==> config.mk <==
export PLATFORM = sky130hd
export DESIGN_NAME = if_prefetch_queue
export DESIGN_NICKNAME = d
export VERILOG_FILES = /design/src/rtl/if_prefetch_queue_pkg.sv /design/src/rtl/ifq_fifo.sv /design/src/rtl/if_prefetch_queue.sv
export SDC_FILE = /design/constraint.sdc
export NUM_CORES = 1
export LEC_CHECK = 0
export CORE_ASPECT_RATIO = 0.5
export CORE_UTILIZATION = 54
export DETAILED_ROUTE_END_ITERATION = 7
export DONT_BUFFER_PORTS = 1
export GPL_TIMING_DRIVEN = 0
export HOLD_SLACK_MARGIN = 0.15
export PLACE_DENSITY = 0.69
export SLEW_MARGIN = 10
export SYNTH_ARGS = -nofsm -noshare
export SYNTH_HDL_FRONTEND = slang
export SYNTH_SLANG_ARGS = --single-unit
==> constraint.sdc <==
create_clock -name clk -period 6.96 [get_ports clk]
set_input_delay 1.392 -clock clk [delete_from_list [all_inputs] [get_ports clk]]
set_output_delay 1.392 -clock clk [all_outputs]
set_load 0.02 [all_outputs]
==> src/rtl/if_prefetch_queue_pkg.sv <==
// Shared definitions for the instruction prefetch queue: fetch FSM state
// encodings, the NOP word presented when no instruction is valid, and the
// sequential fetch stride.
package if_prefetch_queue_pkg;

  typedef enum logic [1:0] {
    IDLE = 2'd0,
    WAIT = 2'd1,
    DROP = 2'd2
  } ifq_state_t;

  localparam logic [31:0] NOP_INSTR = 32'h0000_0000;
  localparam logic [31:0] PC_STEP   = 32'd4;

endpackage

==> src/rtl/ifq_fifo.sv <==
// DEPTH-entry synchronous FIFO holding {pc, instr} pairs for the prefetch
// queue. Flush empties the queue in one cycle and takes priority over any
// push or pop in that cycle. Head data is read combinationally.
module ifq_fifo #(
  parameter int DW    = 64,
  parameter int DEPTH = 4
) (
  input  logic                   clk,
  input  logic                   rst,
  input  logic                   push,
  input  logic                   pop,
  input  logic                   flush,
  input  logic [DW-1:0]          wdata,
  output logic [DW-1:0]          rdata,
  output logic [$clog2(DEPTH):0] count,
  output logic                   full,
  output logic                   empty
);

  localparam int AW = $clog2(DEPTH);
  localparam int CW = AW + 1;

  logic [DW-1:0] mem [DEPTH];
  logic [AW-1:0] wr_ptr;
  logic [AW-1:0] rd_ptr;

  // Storage write; a write during flush is harmless since the pointers reset.
  always_ff @(posedge clk) begin
    if (push) mem[wr_ptr] <= wdata;
  end

  // Pointer and occupancy bookkeeping.
  always_ff @(posedge clk) begin
    if (rst || flush) begin
      wr_ptr <= '0;
      rd_ptr <= '0;
      count  <= '0;
    end else begin
      if (push) wr_ptr <= wr_ptr + AW'(1);
      if (pop)  rd_ptr <= rd_ptr + AW'(1);
      case ({push, pop})
        2'b10:   count <= count + CW'(1);
        2'b01:   count <= count - CW'(1);
        default: count <= count;
      endcase
    end
  end

  assign rdata = mem[rd_ptr];
  assign full  = (count == CW'(DEPTH));
  assign empty = (count == '0);

endmodule

==> src/rtl/if_prefetch_queue.sv <==
// Instruction-fetch front end: issues sequential fetches to a variable
// latency instruction memory, buffers up to DEPTH {pc, instr} pairs and
// hands the oldest to decode under a valid/stall handshake. Redirects flush
// the queue and restart fetch at the (word-aligned) target.
// Optional build macro IFQ_BYPASS_EN: a response arriving at an empty queue
// with decode ready is forwarded straight to the outputs the same cycle.
//
// state | meaning
// IDLE  | no request outstanding; issue one when the queue has room
// WAIT  | one request outstanding; its response owns a reserved slot
// DROP  | outstanding response belongs to a flushed path; discard it
module if_prefetch_queue
  import if_prefetch_queue_pkg::*;
#(
  parameter int              WIDTH    = 32,
  parameter int              DEPTH    = 4,
  parameter logic [WIDTH-1:0] RESET_PC = '0
) (
  input  logic             clk,
  input  logic             rst,
  input  logic             redirect,
  input  logic [WIDTH-1:0] redirect_pc,
  input  logic             stall,
  output logic             imem_req,
  output logic [WIDTH-1:0] imem_addr,
  input  logic             imem_ack,
  input  logic [WIDTH-1:0] imem_rdata,
  output logic             valid_out,
  output logic [WIDTH-1:0] instr_out,
  output logic [WIDTH-1:0] pc_out
);

  localparam int CW = $clog2(DEPTH) + 1;
  localparam logic [CW-1:0] DEPTH_C = CW'(DEPTH);

  ifq_state_t       state, state_nxt;
  logic [WIDTH-1:0] fetch_pc;
  logic [WIDTH-1:0] req_pc;
  logic             push, fifo_pop, bypass;
  logic [CW-1:0]    fifo_count, cnt_after_pop;
  logic             fifo_full, fifo_empty;
  logic [2*WIDTH-1:0] fifo_rdata;

  ifq_fifo #(.DW(2*WIDTH), .DEPTH(DEPTH)) u_fifo (
    .clk   (clk),
    .rst   (rst),
    .push  (push),
    .pop   (fifo_pop),
    .flush (redirect),
    .wdata ({req_pc, imem_rdata}),
    .rdata (fifo_rdata),
    .count (fifo_count),
    .full  (fifo_full),
    .empty (fifo_empty)
  );

  // FSM state register.
  always_ff @(posedge clk) begin
    if (rst) state <= IDLE;
    else     state <= state_nxt;
  end

  // Next-state, request issue and queue push/pop decisions.
  always_comb begin
    state_nxt     = state;
    imem_req      = 1'b0;
    push          = 1'b0;
    bypass        = 1'b0;
    fifo_pop      = !fifo_empty && !stall;
    cnt_after_pop = fifo_count - CW'(fifo_pop);
    case (state)
      IDLE: begin
        if (!redirect && !(fifo_full && !fifo_pop)) begin
          imem_req  = 1'b1;
          state_nxt = WAIT;
        end
      end
      WAIT: begin
        if (imem_ack) begin
          if (redirect) begin
            state_nxt = IDLE;
          end else begin
`ifdef IFQ_BYPASS_EN
            bypass = fifo_empty && !stall;
`endif
            push = !bypass;
            // Only issue again if the next response will also have a slot.
            if ((cnt_after_pop + CW'(push)) < DEPTH_C) imem_req = 1'b1;
            else                                       state_nxt = IDLE;
          end
        end else if (redirect) begin
          state_nxt = DROP;
        end
      end
      DROP: begin
        if (imem_ack) state_nxt = IDLE;
      end
      default: state_nxt = IDLE;
    endcase
    if (rst) begin
      imem_req = 1'b0;
      push     = 1'b0;
      bypass   = 1'b0;
      fifo_pop = 1'b0;
    end
  end

  // Fetch address and the address of the request currently in flight.
  always_ff @(posedge clk) begin
    if (rst) begin
      fetch_pc <= RESET_PC;
      req_pc   <= '0;
    end else if (redirect) begin
      fetch_pc <= redirect_pc & ~WIDTH'(3);
    end else if (imem_req) begin
      fetch_pc <= fetch_pc + WIDTH'(PC_STEP);
      req_pc   <= fetch_pc;
    end
  end

  assign imem_addr = fetch_pc;
  assign valid_out = !fifo_empty || bypass;
  assign instr_out = bypass      ? imem_rdata :
                     !fifo_empty ? fifo_rdata[WIDTH-1:0] : WIDTH'(NOP_INSTR);
  assign pc_out    = bypass      ? req_pc :
                     !fifo_empty ? fifo_rdata[2*WIDTH-1:WIDTH] : '0;

endmodule

==> report_table.html, run 1 <==
<table>
<tr><th>Metric</th><th>Value</th></tr>
<tr><th colspan="2">Yosys</th></tr>
<tr><td>Post-synthesis sequential area ratio</td><td>0.694</td></tr>
<tr><td>Count of warnings emitted by yosys</td><td>0</td></tr>
<tr><td>Average size of a mapped cell</td><td>15.7 um^2</td></tr>
<tr><td>Summed instance area of the synthesized netlist</td><td>around 0.013 mm^2</td></tr>
<tr><td>Post-synth ARST share</td><td>0</td></tr>
<tr><td>Synth Instances</td><td>812</td></tr>
<tr><td>Distinct cell type count of the synthesized netlist</td><td>57</td></tr>
<tr><td>Number of storage elements in the synthesis netlist</td><td>319</td></tr>
<tr><td>Synth Flop Type</td><td>edfxtp_1</td></tr>
<tr><td>Post-synth EDFFs</td><td>248</td></tr>
<tr><th colspan="2">Cells and area</th></tr>
<tr><td>Highest-count cells in the layout ignoring fill and taps</td><td>edfxtp_1, nand2_1, dfxtp_1</td></tr>
<tr><td>Count of fill cells added during filler insertion</td><td>1,691</td></tr>
<tr><td>Non-filler instance count after layout</td><td>1,176</td></tr>
<tr><td>Final #Nets</td><td>925</td></tr>
<tr><td>Area delta synth-&gt;final</td><td>11.0%</td></tr>
<tr><td>Final cell utilization of the core</td><td>0.617</td></tr>
<tr><td>Share of post-route cells with drive strength above 1</td><td>0.148</td></tr>
<tr><td>Commonest non-fill, non-tap cell in the layout</td><td>edfxtp_1</td></tr>
<tr><td>Count of inserted antenna diode cells</td><td>0</td></tr>
<tr><th colspan="2">Worst setup path</th></tr>
<tr><td>CP Buf/Inv Count</td><td>5</td></tr>
<tr><td>Worst setup EP type</td><td>primary output</td></tr>
<tr><td>Critical Path Start</td><td>redirect</td></tr>
<tr><td>CP Class</td><td>in2out</td></tr>
<tr><td>Required time of the worst setup path</td><td>5570 ps</td></tr>
<tr><td>Crit path largest cell delay</td><td>560 ps</td></tr>
<tr><td>CP Depth</td><td>8</td></tr>
<tr><td>Worst reg-to-reg path cell count</td><td>9</td></tr>
<tr><td>Slowest stage cell, crit path</td><td>buf_1</td></tr>
<tr><td>Critical path, cell by cell</td><td>clkbuf_1, a311oi_1, a21oi_1, clkbuf_1, nand2b_1, inv_1, buf_2, buf_1</td></tr>
<tr><td>Critical-path maximum fanout</td><td>10</td></tr>
<tr><td>Arrival time of data at the critical path endpoint</td><td>3830 ps</td></tr>
<tr><td>Reg-to-Reg Start</td><td>u_fifo.count[0]</td></tr>
<tr><td>Cell type group with the largest total delay on the critical path</td><td>buffers and inverters</td></tr>
<tr><td>Cell mode on critical path</td><td>clkbuf_1</td></tr>
<tr><td>Critical Path Start Type</td><td>input port</td></tr>
<tr><th colspan="2">Die</th></tr>
<tr><td>Overall die width</td><td>approximately 220 um</td></tr>
<tr><td>Die ar.</td><td>0.0243 mm^2</td></tr>
<tr><td>Die Y-Extent</td><td>111 um</td></tr>
<tr><td>Cell row count</td><td>39</td></tr>
<tr><td>Core region area</td><td>between 0.02 and 0.025 mm^2</td></tr>
<tr><td>Initial core utilization</td><td>0.556</td></tr>
<tr><td>Number of I/O pins</td><td>approximately 170</td></tr>
<tr><th colspan="2">Global route</th></tr>
<tr><td>GR peak layer</td><td>met2</td></tr>
<tr><td>GR Util met3</td><td>0.0560</td></tr>
<tr><td>Initial antenna violation count</td><td>0</td></tr>
<tr><td>Met2 usage</td><td>0.368</td></tr>
<tr><td>Met1 track utilization from global routing</td><td>0.333</td></tr>
<tr><td>Global-route wire length before repair</td><td>about 43,000 um</td></tr>
<tr><td>Total track usage</td><td>0.235</td></tr>
<tr><td>Residual overflow from global routing</td><td>0</td></tr>
<tr><td>Pin count of the biggest net entering global routing</td><td>42</td></tr>
<tr><td>Vias in the first global route</td><td>approximately 7,300</td></tr>
<tr><th colspan="2">CTS</th></tr>
<tr><td>Latest clock arrival within the worst-skew pair</td><td>550 ps</td></tr>
<tr><td>Max clock buf depth</td><td>3</td></tr>
<tr><td>Sink count of the clock tree</td><td>319</td></tr>
<tr><td>Number of CTS-inserted buffers</td><td>27</td></tr>
<tr><td>CTS tree</td><td>done</td></tr>
<tr><td>Clock input transition at the sequential cells of the worst setup and hold paths</td><td>70 ps</td></tr>
<tr><td>Post-CTS Repair Setup Buffers</td><td>0</td></tr>
<tr><td>Number of buffers inserted by hold repair at cts</td><td>0</td></tr>
<tr><td>Root Buffer</td><td>clkbuf_16</td></tr>
<tr><td>H-tree lvl count</td><td>1</td></tr>
<tr><td>Post-CTS Resized</td><td>0</td></tr>
<tr><th colspan="2">Timing</th></tr>
<tr><td>Final number of hold-violating endpoints</td><td>0</td></tr>
<tr><td>Max transition margin</td><td>0.365</td></tr>
<tr><td>Achievable frequency</td><td>0.191 GHz</td></tr>
<tr><td>Period utilization</td><td>0.751</td></tr>
<tr><td>Count of final setup violators</td><td>0</td></tr>
<tr><td>PnR worst setup slack</td><td>1740 ps</td></tr>
<tr><td>Pins over their slew limit</td><td>0</td></tr>
<tr><td>Smallest hold slack</td><td>505 ps</td></tr>
<tr><td>Worst Max-Slew Pin Slew</td><td>953 ps</td></tr>
<tr><td>Accumulated negative setup slack</td><td>0 ps</td></tr>
<tr><td>Unrepaired setup endpoints after global routing</td><td>no</td></tr>
<tr><td>Final clock skew</td><td>17.8 ps</td></tr>
<tr><td>Minimum clock period after layout</td><td>5220 ps</td></tr>
<tr><th colspan="2">Power</th></tr>
<tr><td>PD cells</td><td>264 mW/mm^2</td></tr>
<tr><td>IR drop worst, VDD</td><td>0.173 mV</td></tr>
<tr><td>Cell leakage power</td><td>4.59 nW</td></tr>
<tr><th colspan="2">Run status</th></tr>
<tr><td>Status</td><td>complete, no violations</td></tr>
<tr><th colspan="2">Place</th></tr>
<tr><td>DPL Wire Length</td><td>18,600 um</td></tr>
<tr><td>Number of input and output port buffers inserted</td><td>0</td></tr>
<tr><td>Post-placement cell count</td><td>1,127</td></tr>
<tr><td>Post-Place Worst Slack</td><td>1820 ps</td></tr>
<tr><td>Global placement routability congestion</td><td>~0.87</td></tr>
<tr><th colspan="2">Routing</th></tr>
<tr><td>Number of design-rule violations left by the first detailed-router iteration</td><td>531</td></tr>
<tr><td>Vias after detailed routing</td><td>7,118</td></tr>
<tr><td>Number of antenna-violating nets in the routed design</td><td>0</td></tr>
<tr><td>Post-route DRC</td><td>0</td></tr>
<tr><td>Sum of routed wire length over all layers</td><td>27,900 um</td></tr>
<tr><td>Routed length per instance</td><td>23.7 um</td></tr>
<tr><td>Initial DRT Pass Iterations</td><td>5</td></tr>
<tr><td>Number of vias per cell</td><td>a little over 6</td></tr>
<tr><th colspan="2">Job</th></tr>
<tr><td>Max Cap Viol</td><td>0</td></tr>
<tr><th colspan="2">Hold path</th></tr>
<tr><td>Worst Hold Launch</td><td>req_pc[20]</td></tr>
<tr><td>Worst Hold Class</td><td>reg2reg</td></tr>
<tr><td>Hold Path Cell Cnt</td><td>0</td></tr>
</table>
-- routing by layer --
layer / part of all wire / up-vias
li1: - / 3167
met1: 0.43 / 3633
met2: 0.47 / 265
met3: 0.078 / 53
met4: 0.026 / 0
met5: 0 / -
-- synth_stat cells, types with 7 or more instances --
master / n / share of area
dfxtp_1: 71 / 0.11
xnor2_1: 18 / 0.012
inv_1: 17 / 0.0050
nor3_1: 10 / 0.0039
nor2_1: 38 / 0.011
nand2_1: 75 / 0.022
nor4_1: 11 / 0.0054
mux4_2: 62 / 0.11
nand3_1: 10 / 0.0039
buf_1: 14 / 0.0041
o21ai_0: 7 / 0.0027
nor2b_1: 63 / 0.031
edfxtp_1: 248 / 0.58
a21oi_1: 7 / 0.0027
nand3b_1: 29 / 0.017
a211oi_1: 17 / 0.010
clkbuf_1: 31 / 0.0091
-- flip-flops by register name, summed over array words and instances, names as in the netlist, named ones only --
name,flops
imem_addr,30
req_pc,30
state,2
u_fifo.count,3
u_fifo.mem,248
u_fifo.rd_ptr,2
u_fifo.wr_ptr,2
-- where the power goes --
group          internal [mW]  total, mW  switching (mW)
clock network          0.846       1.51           0.663
logic                 0.0376      0.104          0.0665
registers               2.08       2.13          0.0574
total                   2.96       3.75           0.787
-- final timing paths --
path                       endpoint  slack [ps]
setup / recovery           imem_req        1740
hold / removal    u_fifo.mem[3][52]         510
setup reg to reg         req_pc[16]        3830
hold reg to reg   u_fifo.mem[3][52]         510
-- kinds of logic after synthesis --
group,count (synthesis),synth area share
simple gates,272,0.117
other cells,1,0.000294
buf+inv,67,0.0210
mux,64,0.111
fa+ha+maj,7,0.00745
compound gates,60,0.0339
xor+xnor,22,0.0151
flops,319,0.694
-- final cells by class --
type	instances	area [um^2]	area share
inverters	17	63.8	0.00450
clock buffers	35	726	0.0512
well taps	307	384	0.0271
flip-flops and latches	319	8870	0.626
plain buffers	50	204	0.0144
multi-input cells	429	3660	0.258
repair buffers	5	121	0.00856
clock inverters	14	145	0.0102
-- stage by stage --
step | power [mW] | instance area (um^2)
after global routing | 3.85 | 14200
after floorplan | 2.23 | 12800
after CTS | 3.77 | 14200
after global placement | 2.27 | 13200
after detailed placement | 2.28 | 13300
final | 3.75 | 14200
No activity file was read; power rests on OpenSTA's default activity.
==> inputs of run 2 (changes only) <==
Settings changed: PLACE_DENSITY 0.69 to 0.72.
Clock period 6.96 ns to 4.3 ns, I/O delays scaled along.
==> report_table.html, run 2 (synthesis gave the netlist of run 1 again) <==
<table>
<tr><th>Metric</th><th>Value</th></tr>
<tr><th colspan="2">Timing</th></tr>
<tr><td>Count of final setup violators</td><td>0 (unchanged)</td></tr>
<tr><td>Max transition margin</td><td>0.410 (+0.0456)</td></tr>
<tr><td>Unrepaired setup endpoints after global routing</td><td>no</td></tr>
<tr><td>Final number of hold-violating endpoints</td><td>0 (unchanged)</td></tr>
<tr><td>Minimum clock period after layout</td><td>4070 ps</td></tr>
<tr><td>Final clock skew</td><td>25.9 ps (+8.16 ps)</td></tr>
<tr><td>Worst Max-Slew Pin Slew</td><td>885 ps (-68.5 ps)</td></tr>
<tr><td>Pins over their slew limit</td><td>0 (unchanged)</td></tr>
<tr><td>Achievable frequency</td><td>0.246 GHz</td></tr>
<tr><td>Period utilization</td><td>0.946</td></tr>
<tr><td>PnR worst setup slack</td><td>231 ps (-1500 ps)</td></tr>
<tr><th colspan="2">CTS</th></tr>
<tr><td>Root Buffer</td><td>clkbuf_16</td></tr>
<tr><td>Number of buffers inserted by hold repair at cts</td><td>0 (unchanged)</td></tr>
<tr><td>Latest clock arrival within the worst-skew pair</td><td>550 ps (about the same)</td></tr>
<tr><td>Number of CTS-inserted buffers</td><td>27 (unchanged)</td></tr>
<tr><td>Max clock buf depth</td><td>3 (unchanged)</td></tr>
<tr><td>Post-CTS Resized</td><td>0 (unchanged)</td></tr>
<tr><td>Post-CTS Repair Setup Buffers</td><td>0 (unchanged)</td></tr>
<tr><td>Clock input transition at the sequential cells of the worst setup and hold paths</td><td>70 ps (about the same)</td></tr>
<tr><td>H-tree lvl count</td><td>1 (unchanged)</td></tr>
<tr><td>CTS tree</td><td>done</td></tr>
<tr><td>Sink count of the clock tree</td><td>319 (unchanged)</td></tr>
<tr><th colspan="2">Global route</th></tr>
<tr><td>Vias in the first global route</td><td>7,168 (-1.3%)</td></tr>
<tr><td>Initial antenna violation count</td><td>0 (unchanged)</td></tr>
<tr><td>Global-route wire length before repair</td><td>42,200 um (-1.2%)</td></tr>
<tr><td>Total track usage</td><td>0.231 (-0.00383)</td></tr>
<tr><td>Pin count of the biggest net entering global routing</td><td>49 (+17%)</td></tr>
<tr><td>Residual overflow from global routing</td><td>0 (unchanged)</td></tr>
<tr><th colspan="2">Cells and area</th></tr>
<tr><td>Count of inserted antenna diode cells</td><td>0 (unchanged)</td></tr>
<tr><td>Highest-count cells in the layout ignoring fill and taps</td><td>edfxtp_1, nand2_1, dfxtp_1</td></tr>
<tr><td>Footprint of the flip-flops and latches</td><td>0.00887 mm^2 (unchanged)</td></tr>
<tr><td>Area delta synth-&gt;final</td><td>10.6%</td></tr>
<tr><td>Count of fill cells added during filler insertion</td><td>1,668 (-1.4%)</td></tr>
<tr><td>Multi-input gate area</td><td>0.00366 mm^2 (unchanged)</td></tr>
<tr><td>Reg with most FFs</td><td>u_fifo.mem</td></tr>
<tr><td>Number of flip-flops in the largest register</td><td>248 (unchanged)</td></tr>
<tr><td>Share of post-route cells with drive strength above 1</td><td>0.142 (-0.00690)</td></tr>
<tr><td>Final cell utilization of the core</td><td>0.614 (-0.00229)</td></tr>
<tr><td>Final #Nets</td><td>925 (unchanged)</td></tr>
<tr><td>Commonest non-fill, non-tap cell in the layout</td><td>edfxtp_1</td></tr>
<tr><th colspan="2">Worst setup path</th></tr>
<tr><td>Cell type group with the largest total delay on the critical path</td><td>buffers and inverters</td></tr>
<tr><td>Required time of the worst setup path</td><td>3440 ps (-2130 ps)</td></tr>
<tr><td>Cell mode on critical path</td><td>clkbuf_1</td></tr>
<tr><td>Destination of the worst register-to-register timing path</td><td>req_pc[10]</td></tr>
<tr><td>Critical Path Start Type</td><td>input port</td></tr>
<tr><td>CP Depth</td><td>8 (unchanged)</td></tr>
<tr><td>Arrival time of data at the critical path endpoint</td><td>3210 ps (-620 ps)</td></tr>
<tr><td>CP Buf/Inv Count</td><td>5 (unchanged)</td></tr>
<tr><td>Worst reg-to-reg path cell count</td><td>9 (unchanged)</td></tr>
<tr><td>Termination of the worst setup path</td><td>imem_req</td></tr>
<tr><td>Critical-path maximum fanout</td><td>10 (unchanged)</td></tr>
<tr><td>CP Class</td><td>in2out</td></tr>
<tr><td>Critical path, cell by cell</td><td>clkbuf_1, a311oi_1, a21oi_1, clkbuf_1, nand2b_1, inv_1, buf_2, buf_1</td></tr>
<tr><td>Reg-to-Reg Start</td><td>u_fifo.count[0]</td></tr>
<tr><td>Critical Path Start</td><td>redirect</td></tr>
<tr><td>Crit path largest cell delay</td><td>550 ps (about the same)</td></tr>
<tr><td>Worst setup EP type</td><td>primary output</td></tr>
<tr><td>Flop-to-flop setup slack</td><td>1230 ps (-2600 ps)</td></tr>
<tr><td>Slowest stage cell, crit path</td><td>buf_1</td></tr>
<tr><th colspan="2">Place</th></tr>
<tr><td>Post-Place Worst Slack</td><td>275 ps (-1550 ps)</td></tr>
<tr><td>Number of input and output port buffers inserted</td><td>0 (unchanged)</td></tr>
<tr><td>DPL Wire Length</td><td>18,200 um (-2.2%)</td></tr>
<tr><td>Global placement routability congestion</td><td>0.845 (-2.5%)</td></tr>
<tr><th colspan="2">Routing</th></tr>
<tr><td>Number of design-rule violations left by the first detailed-router iteration</td><td>550 (+3.6%)</td></tr>
<tr><td>Number of vias per cell</td><td>5.98 (-1.2%)</td></tr>
<tr><td>Number of antenna-violating nets in the routed design</td><td>0 (unchanged)</td></tr>
<tr><td>Routed length per instance</td><td>23.3 um (-1.5%)</td></tr>
<tr><td>Vias after detailed routing</td><td>7,032 (-1.2%)</td></tr>
<tr><td>Post-route DRC</td><td>0 (unchanged)</td></tr>
<tr><td>Initial DRT Pass Iterations</td><td>5 (unchanged)</td></tr>
<tr><td>Sum of routed wire length over all layers</td><td>27,500 um (-1.5%)</td></tr>
<tr><th colspan="2">Die</th></tr>
<tr><td>Initial core utilization</td><td>0.556 (unchanged)</td></tr>
<tr><td>Core region area</td><td>0.0230 mm^2 (unchanged)</td></tr>
<tr><td>Cell row count</td><td>39 (unchanged)</td></tr>
<tr><td>Die Y-Extent</td><td>111 um (unchanged)</td></tr>
<tr><td>Overall die width</td><td>219 um (unchanged)</td></tr>
<tr><td>Number of I/O pins</td><td>167 (unchanged)</td></tr>
<tr><td>Die ar.</td><td>0.0243 mm^2 (unchanged)</td></tr>
<tr><th colspan="2">Job</th></tr>
<tr><td>Max Cap Viol</td><td>0 (unchanged)</td></tr>
<tr><th colspan="2">Run status</th></tr>
<tr><td>Status</td><td>complete, no violations</td></tr>
<tr><th colspan="2">Power</th></tr>
<tr><td>IR drop worst, VDD</td><td>0.272 mV (+57%)</td></tr>
<tr><td>PD cells</td><td>422 mW/mm^2 (+60%)</td></tr>
<tr><td>Cell leakage power</td><td>4.56 nW (-0.73%)</td></tr>
<tr><th colspan="2">Hold path</th></tr>
<tr><td>Worst Hold Class</td><td>in2reg</td></tr>
</table>
==> run 2: cell types whose count changed in the layout (fill, tap and decap cells not counted), sizes merged <==
| cell | change |
|---|---|
| inv | +1 |
| clkbuf | +2 |
| bufinv | -1 |
| clkinv | -2 |
==> run 2: layout make-up <==
type                            instances  area share
Sequential cell                       319       0.628
Multi-Input combinational cell        429       0.259
Clock buffer                           37      0.0505
Tap cell                              307      0.0272
Buffer                                 50      0.0144
Timing Repair Buffer                    5     0.00833
Clock inverter                         12     0.00771
Inverter                               17     0.00452
==> run 2: stage by stage <==
step           instance area, um^2  hold WS [ps]  cells  TNS, ps  total power, mW
6_report                     14100           379   1176        0             5.96
5_1_grt                      14100           371   1176        0             6.13
4_1_cts                      14100           365   1176        0             5.99
3_5_place_dp                 13300           485   1127        0             3.69
3_3_place_gp                 13200           477   1122  -185260             3.68
2_1_floorplan                12800           460    815        0             3.62
==> run 2: worst min path at each step <==
stage,start,endpoint,cells past startpoint
after floorplan,req_pc[6],u_fifo.mem[0][38],0
after global placement,req_pc[31],u_fifo.mem[2][63],0
after detailed placement,req_pc[21],u_fifo.mem[2][53],0
after CTS,imem_ack,state[1],1
after global routing,imem_ack,state[1],1
final,imem_ack,state[1],1
==> run 2: power breakdown <==
part	switching, mW	internal (mW)
combinational	0.108	0.0610
sequential	0.0907	3.36
clock	1.06	1.28
==> run 2: worst reg2reg max path: stages (launching register included) <==
cell and delay [ps]:
dfxtp_1 450, and3_1 240, xnor2_1 100, a21oi_1 270, clkbuf_1 460, nand2b_1 250, clkbuf_1 400, buf_1 580
nand3b_1 170, nand2_1 100
==> run 2: layer usage <==
metal	global-route usage	up-vias	wire length [um]
li1	-	3159	-
met1	0.317	3600	11700
met2	0.366	234	12800
met3	0.0678	39	2310
met4	0.0560	0	609
met5	0	-	0
==> inputs of run 3 (changes only) <==
Settings changed: SKIP_CTS_REPAIR_TIMING set to 1.
==> results of run 3 <==
No change in the layout: final DEF, timing and power equal those of run 2.
